File: config.mk
export PLATFORM = sky130hd
export DESIGN_NAME = sound_sequencer
export DESIGN_NICKNAME = d
export VERILOG_FILES = /design/src/rtl/sound_sequencer.sv
export SDC_FILE = /design/constraint.sdc
export NUM_CORES = 1
export LEC_CHECK = 0
export CAP_MARGIN = 20
export CORE_MARGIN = 3
export CORE_UTILIZATION = 30
export DETAILED_ROUTE_END_ITERATION = 8
export GPL_TIMING_DRIVEN = 0
export PLACE_DENSITY = 0.58
export SYNTH_ARGS = -nofsm -noshare
export SYNTH_HDL_FRONTEND = slang
export SYNTH_SLANG_ARGS = --single-unit
File: constraint.sdc
create_clock -name snd_clk -period 2.74 [get_ports snd_clk]
set_input_delay 0.822 -clock snd_clk [delete_from_list [all_inputs] [get_ports snd_clk]]
set_output_delay 0.822 -clock snd_clk [all_outputs]
set_load 0.05 [all_outputs]
File: src/rtl/sound_sequencer.sv
// sound_sequencer: turns single-cycle game events into timed tone requests
// for the pong sound card. Priority is goal > pong > ping. A goal plays
// GOAL_BEEPS beeps. Every tone or beep is followed by a silent gap.
// Optional feature: define SOUND_QUEUE_EN to add a 1-entry pending register.
// With it, a lower-priority event that arrives during a tone is played after
// the current tone finishes, instead of being dropped.
module sound_sequencer #(
    parameter int CNT_W      = 24,
    parameter int PING_LEN   = 1200000,
    parameter int PONG_LEN   = 1200000,
    parameter int GOAL_LEN   = 2400000,
    parameter int GAP_LEN    = 600000,
    parameter int GOAL_BEEPS = 3
) (
    input  logic       snd_clk,
    input  logic       rstn,
    input  logic       ev_ping,
    input  logic       ev_pong,
    input  logic       ev_goal,
    output logic [1:0] sound,
    output logic       mute,
    output logic       busy
);

    typedef enum logic [1:0] {IDLE, PLAY, GAP} state_t;

    localparam logic [CNT_W-1:0] PING_LD = CNT_W'(PING_LEN - 1);
    localparam logic [CNT_W-1:0] PONG_LD = CNT_W'(PONG_LEN - 1);
    localparam logic [CNT_W-1:0] GOAL_LD = CNT_W'(GOAL_LEN - 1);
    localparam logic [CNT_W-1:0] GAP_LD  = CNT_W'(GAP_LEN - 1);
    localparam logic [2:0]       BEEPS   = 3'(GOAL_BEEPS);
    localparam logic [1:0]       C_NONE  = 2'd0;
    localparam logic [1:0]       C_GOAL  = 2'd3;

    state_t           state, state_n;
    logic [CNT_W-1:0] cnt, cnt_n;
    logic [2:0]       beep, beep_n;
    logic [1:0]       sound_n;
    logic             mute_n;
    logic             busy_n;
    logic [1:0]       ev_code;
    logic [1:0]       pend_n;
`ifdef SOUND_QUEUE_EN
    logic [1:0]       pend;
`endif

    // The tone code doubles as the priority value (ping=1 < pong=2 < goal=3)
    function automatic logic [CNT_W-1:0] tone_ld(input logic [1:0] code);
        case (code)
            2'd1:    tone_ld = PING_LD;
            2'd2:    tone_ld = PONG_LD;
            default: tone_ld = GOAL_LD;
        endcase
    endfunction

    // Simultaneous events collapse to the highest priority; the rest are lost
    always_comb begin
        ev_code = C_NONE;
        if (ev_goal)      ev_code = 2'd3;
        else if (ev_pong) ev_code = 2'd2;
        else if (ev_ping) ev_code = 2'd1;
    end

    // Next-state and registered-output computation
    always_comb begin
        state_n = state;
        cnt_n   = cnt;
        beep_n  = beep;
        sound_n = sound;
        mute_n  = mute;
`ifdef SOUND_QUEUE_EN
        pend_n  = pend;
`else
        pend_n  = C_NONE;
`endif
        if (ev_code != C_NONE && (state == IDLE || ev_code >= sound)) begin
            // New or equal/higher-priority event (re)starts a tone; pending is untouched
            state_n = PLAY;
            sound_n = ev_code;
            mute_n  = 1'b0;
            cnt_n   = tone_ld(ev_code);
            beep_n  = (ev_code == C_GOAL) ? 3'd1 : 3'd0;
        end else begin
`ifdef SOUND_QUEUE_EN
            // Lower-priority event: keep the best of stored and new
            if (ev_code != C_NONE && ev_code > pend) pend_n = ev_code;
`endif
            case (state)
                PLAY: begin
                    if (cnt == '0) begin
                        state_n = GAP;
                        mute_n  = 1'b1;
                        cnt_n   = GAP_LD;
                    end else begin
                        cnt_n = cnt - CNT_W'(1);
                    end
                end
                GAP: begin
                    if (cnt != '0) begin
                        cnt_n = cnt - CNT_W'(1);
                    end else if (sound == C_GOAL && beep < BEEPS) begin
                        state_n = PLAY;
                        mute_n  = 1'b0;
                        cnt_n   = GOAL_LD;
                        beep_n  = beep + 3'd1;
                    end else if (pend_n != C_NONE) begin
                        // Pending event goes straight to PLAY, skipping IDLE
                        state_n = PLAY;
                        sound_n = pend_n;
                        mute_n  = 1'b0;
                        cnt_n   = tone_ld(pend_n);
                        beep_n  = (pend_n == C_GOAL) ? 3'd1 : 3'd0;
                        pend_n  = C_NONE;
                    end else begin
                        state_n = IDLE;
                        sound_n = C_NONE;
                        mute_n  = 1'b1;
                        cnt_n   = '0;
                        beep_n  = 3'd0;
                    end
                end
                default: ;
            endcase
        end
        busy_n = (state_n != IDLE);
    end

    // State and output registers
    always_ff @(posedge snd_clk or negedge rstn) begin
        if (!rstn) begin
            state <= IDLE;
            cnt   <= '0;
            beep  <= 3'd0;
            sound <= C_NONE;
            mute  <= 1'b1;
            busy  <= 1'b0;
        end else begin
            state <= state_n;
            cnt   <= cnt_n;
            beep  <= beep_n;
            sound <= sound_n;
            mute  <= mute_n;
            busy  <= busy_n;
        end
    end

`ifdef SOUND_QUEUE_EN
    // Single-entry pending event
    always_ff @(posedge snd_clk or negedge rstn) begin
        if (!rstn) pend <= C_NONE;
        else       pend <= pend_n;
    end
`endif

endmodule
== Word-level counts from Yosys, hierarchy flattened ==
Cells that the tools add are included.

* Flip-flop bits (word level): 33
* Output and inout port bits: 4
* Logic and storage cells: 62

* Add/subtract/negate cells: 2
* Order comparisons: 2
* Equality and inequality tests: 10
* Mux-type cells: 28
* Reduce and logical (&&, ||, !) cells: 14

{| class="wikitable"
|+ Operator list
! operator !! count
|-
| 24-bit 2-to-1 mux || 3
|-
| 24-bit case mux with 2 select lines || 1
|-
| 22-bit 2-to-1 mux || 2
|-
| 24-bit zero test || 1
|-
| 24-bit nonzero test || 1
|-
| 24-bit by 1-bit subtractor with 24-bit output, second input constant || 1
|-
| 2-bit 2-to-1 mux || 9
|-
| 3-bit 2-to-1 mux || 4
|-
| 2-bit equality test, second input constant || 4
|-
| 1-bit 2-to-1 mux || 7
|-
| 3-bit inequality test, second input constant || 2
|-
| 3-bit AND reduction || 2
|-
| 2-bit nonzero test || 3
|-
| 2-bit by 1-bit equality test with 1-bit output, second input constant || 2
|-
| 2-bit inequality test, second input constant || 2
|-
| 2-bit case mux with 2 select lines || 1
|-
| 3-bit by 1-bit adder with 3-bit output, second input constant || 1
|-
| 3-bit by 2-bit less-than comparator with 1-bit output, second input constant || 1
|-
| 3-bit nonzero test || 1
|-
| 2-bit >= comparator || 1
|-
| 1-bit logical AND || 2
|-
| 2-bit zero test || 1
|-
| 1-bit case mux with 2 select lines || 1
|-
| 2-bit AND reduction || 1
|-
| other kinds (2) || 2
|}

== Longest topological paths before layout ==
* Depth after elaboration: 8
* Mapped depth: 9
* Gate-level depth less buffers: 8

== Worst setup path before layout ==
Ideal clock, no wire load.

* Kind: reg-to-reg
* From: register cnt[9]
* To: register cnt[0]
* Setup time: 142 ps
* Arrival time: 2,411 ps
* Slack: 186 ps
* Cell stages (with the launch flop): 9
* Path buffers: 3
* Path through: dfrtp_1 or4_1 buf_2 or4_4 buf_6 nor4_1 buf_2 a211o_1 o211ai_1

* Cells in the longest elaborated chain, start to end: 4

{| class="wikitable"
|+ Ends and longest elaborated chain
! item !! line !! RTL
|-
| start: declaration || 36 || <nowiki>logic [CNT_W-1:0] cnt, cnt_n;</nowiki>
|-
| start signal: assignment || 139 || <nowiki>cnt <= cnt_n;</nowiki>
|-
| 24-bit nonzero test / 24-bit zero test (equally long branches) || 99, 90 ||
|-
| 24-bit 2-to-1 mux (on tied branches) || 99, 90 ||
|-
| 24-bit case mux with 2 select lines (*) || 88 || <nowiki>case (state)</nowiki>
|-
| 24-bit 2-to-1 mux (*) || 76 || <nowiki>if (ev_code != C_NONE && (state == IDLE || ev_code >= sound)) begin</nowiki>
|}

Every way passes the cells marked *; elsewhere a longest branch is shown, timed or not.
A chain may end at the register's enable or synchronous reset.

== Worst setup path in the final report ==
* From: register cnt[9]
* To: register cnt[13]

* Cells in the longest elaborated chain, start to end: 4

{| class="wikitable"
|+ Ends and longest elaborated chain
! item !! line
|-
| 24-bit by 1-bit subtractor with 24-bit output, or another cell as far along || 95, 100
|-
| 24-bit 2-to-1 mux (on tied branches) || 99, 90
|-
| 24-bit case mux with 2 select lines (*) || 88
|-
| 24-bit 2-to-1 mux (*) || 76
|}

Marks and branches as above.

==> results.cfg <==
[floorplan]
initial_core_util = 0.318
die_y_um = 89.5
dieArea_mm2 = 0.00801
ios = 9
core_mm2 = 0.00657
rows = 29
die_w_um = 89.5

[cells_and_area]
drive_above_1_share = 0.146
final_area_mm2 = 0.00254
area_growth_pct = 21.4
fin_cells = 347
antennaDiodeCount = 0
final_nets = 267

[critical_path]
cp.depth = 7
path_class = reg2reg
regToRegStartpoint = cnt[9]$_DFFE_PN0P_
crit_path_start = cnt[9]$_DFFE_PN0P_
cp-start-kind = flop
ff2ff_path_depth = 7
end_kind = flop
max_stage_delay_ns = 0.51
cp.arrival_ns = 2.94
cp_top_family = simple AND/OR/NAND/NOR gates
crit_slowest_cell = or4_1
required_ns = 2.94
crit_chain = or4_1 -> buf_2 -> or4_4 -> buf_6 -> o41a_1 -> and3_1 -> a211oi_2
critPathMaxFanout = 10
crit_buf_inv = 2

[routing]
vias = 1897
drt_first_pass_iters = 4
drc = 0
drt-wirelength-per-cell_um = 15.9
wirelength_um = 5530
final_antenna_net_count = 0
vias_per_cell = 5.47
drt_iter0_markers = 127

[sta]
max_freq_mhz = 364
rsz0062_at_grt = yes
finClkSkew_ns = 0.0124
fin_crit_sh = 1.00
setup_violations = 1
setup_ws_ns = -0.00909
max_slew.worst_pin.slew_ns = 0.754
maxSlewHeadroom = 0.497
slew_viol_final = 0
final_hold_viol_count = 0
layout_min_cycle_time_ns = 2.75

[global_route]
grt_pass1_wl_um = 9410
grt_use_total = 0.154
grt_pass1_vias = 1879
grt_max_degree = 34
overflow = 0
antenna_found_initial = 0

[power]
peakVddDrop_uv = 459
p_int_mw = 1.19
switchingPower_uw = 767
p_leak_nw = 1.00
clkPwrFrac = 0.244
p_comb_frac = 0.392
power.total_mw = 1.95
seq_power_share = 0.364
powerDensity_mw_per_mm2 = 770
p_sw_frac = 0.392

[clock_network]
clkTransAtPathRegs_ns = 0.07
cts-hold-fix-buffers = 0
clock_sinks = 33
htree_levels = 2
ctsRootBufferMaster = clkbuf_8
clk_latency_ns = 0.29
cts_max_path_buffers = 2
cts_buffers = 5
cts_tree = done

[logic_synthesis]
synth_cell_types = 54
synth_nets = 248
syn_area_mm2 = 0.00209
synth_edf_count = 0
synthFlopType = dfrtp_1
syn_inst = 234
synth.most_common_cell = dfrtp_1
ys_ff_latch = 33
synthTopCellsByCount = 32 x dfrtp_1, 18 x nand2_1, 16 x a21oi_1, 14 x nor2_1
yosys_warnings = 0
syn_avg_cell_area_um2 = 8.93
yosysTopAreaCellShare = 0.383
ys_async_sr_fraction = 1.00
synth_area_leaders = dfrtp_1 38%, ha_1 5.4%, a21oi_1 3.8%
yosys.area.top_type = dfrtp_1
yosysSeqAreaShare = 0.396

[run]
max_cap_violations = 0

[placement]
place_inst = 335
gp_congestion = 0.848
dp_hpwl_um = 3900
place_area_mm2 = 0.00228
portBuffers = 8

[hold_path]
hp-class = reg2reg
whs_path_depth = 1
min_from = cnt[4]$_DFFE_PN0P_

[status]
run_status = finished, violations left
violations = setup timing
[registers in the layout, summed over array words and instances (netlist names)]
signal and flops:
cnt 24, beep 3, sound 2, state 2, busy 1, mute 1
[metal layers]
| metal | global-route usage | vias to the layer above | wire length, um |
|---|---|---|---|
| met1 | 0.218 | 914 | 2710 |
| met5 | 0 | - | 0 |
| met4 | 0.0487 | 0 | 87 |
| met3 | 0.0424 | 8 | 265 |
| li1 | - | 926 | - |
| met2 | 0.227 | 49 | 2470 |
[worst register-to-register path: cells and delay by family, from the launching register on]
kind                   cells  cell delay (ns)
AOI/OAI and AO/OA          2             0.64
buffers and inverters      2             0.37
DFF                        1             0.44
and+or+nand+nor            3             1.20
[path summary, 6_finish.rpt]
| kind | end | slack (ns) |
|---|---|---|
| setup / recovery | cnt[13]$_DFFE_PN0P_ | -0.009 |
| min in group asynchronous | cnt[23]$_DFFE_PN0P_ | 0.60 |
| hold reg to reg | cnt[4]$_DFFE_PN0P_ | 0.51 |
| hold / removal | cnt[4]$_DFFE_PN0P_ | 0.51 |
| setup reg to reg | cnt[13]$_DFFE_PN0P_ | -0.009 |
| max in group asynchronous | cnt[9]$_DFFE_PN0P_ | 1.62 |
[placed cells by master (no fill, tap or decap), types with 5 or more instances in the layout]
cell             instances
dfrtp_1                 31
a31oi_1                  6
clkdlybuf4s50_1          7
clkbuf_1                 7
a211o_1                  5
nand4_1                  5
inv_1                   12
nand2_1                 18
nor2_1                  12
clkbuf_8                 6
ha_1                     9
a21oi_1                 15
nand3_1                 12
o21ai_0                 11
o31ai_1                  8
nor3_1                   9
[power by group through the flow]
stage / Sequential (mW) / Clock (mW) / Combinational (mW)
floorplan: 0.732 / 0 / 0.479
global placement: 0.703 / 0 / 0.706
detailed placement: 0.702 / 0 / 0.711
CTS: 0.696 / 0.488 / 0.732
global route: 0.729 / 0.510 / 0.846
finish: 0.711 / 0.477 / 0.766
[through the flow]
stage	hold WS (ns)	util	setup TNS [ns]	setup slack [ns]
final	0.513	0.387	-0.00909	-0.00909
after floorplan	0.453	-	0	0.186
after global placement	0.488	0.348	-14.72	-0.769
after detailed placement	0.479	0.347	-14.47	-0.773
after global routing	0.522	0.387	-0.346	-0.0944
after CTS	0.510	0.371	0	0.00469
[repair_timing]
| item | CTS | global route |
|---|---|---|
| buffers inserted | 0 | 4 |
| pin swaps | 0 | 2 |
| endpoints found under the setup margin | 22 | 23 |
| resized for setup | 12 | 14 |
[kinds of logic (layout without fill, tap and decap cells)]
family,Yosys count,in the layout,synth area share
AO/OA/AOI/OAI,71,71,0.240
adder cells (fa/ha/maj),9,9,0.0539
multiplexers,3,3,0.0144
AND/OR/NAND/NOR,92,92,0.240
XOR/XNOR,2,2,0.00838
buffers and inverters,24,44,0.0479
flip-flops,33,33,0.396
[cell type report]
cell class / instances / area [um2]
tap: 93 / 116
buffer: 12 / 70.1
clock buffer: 7 / 86.3
timing repair buffer: 12 / 118
sequential: 33 / 828
multi-input combinational: 177 / 1240
clock inverter: 1 / 30.0
fill: 668 / 4030
inverter: 12 / 45.0
(Power assumes the default switching activity.)
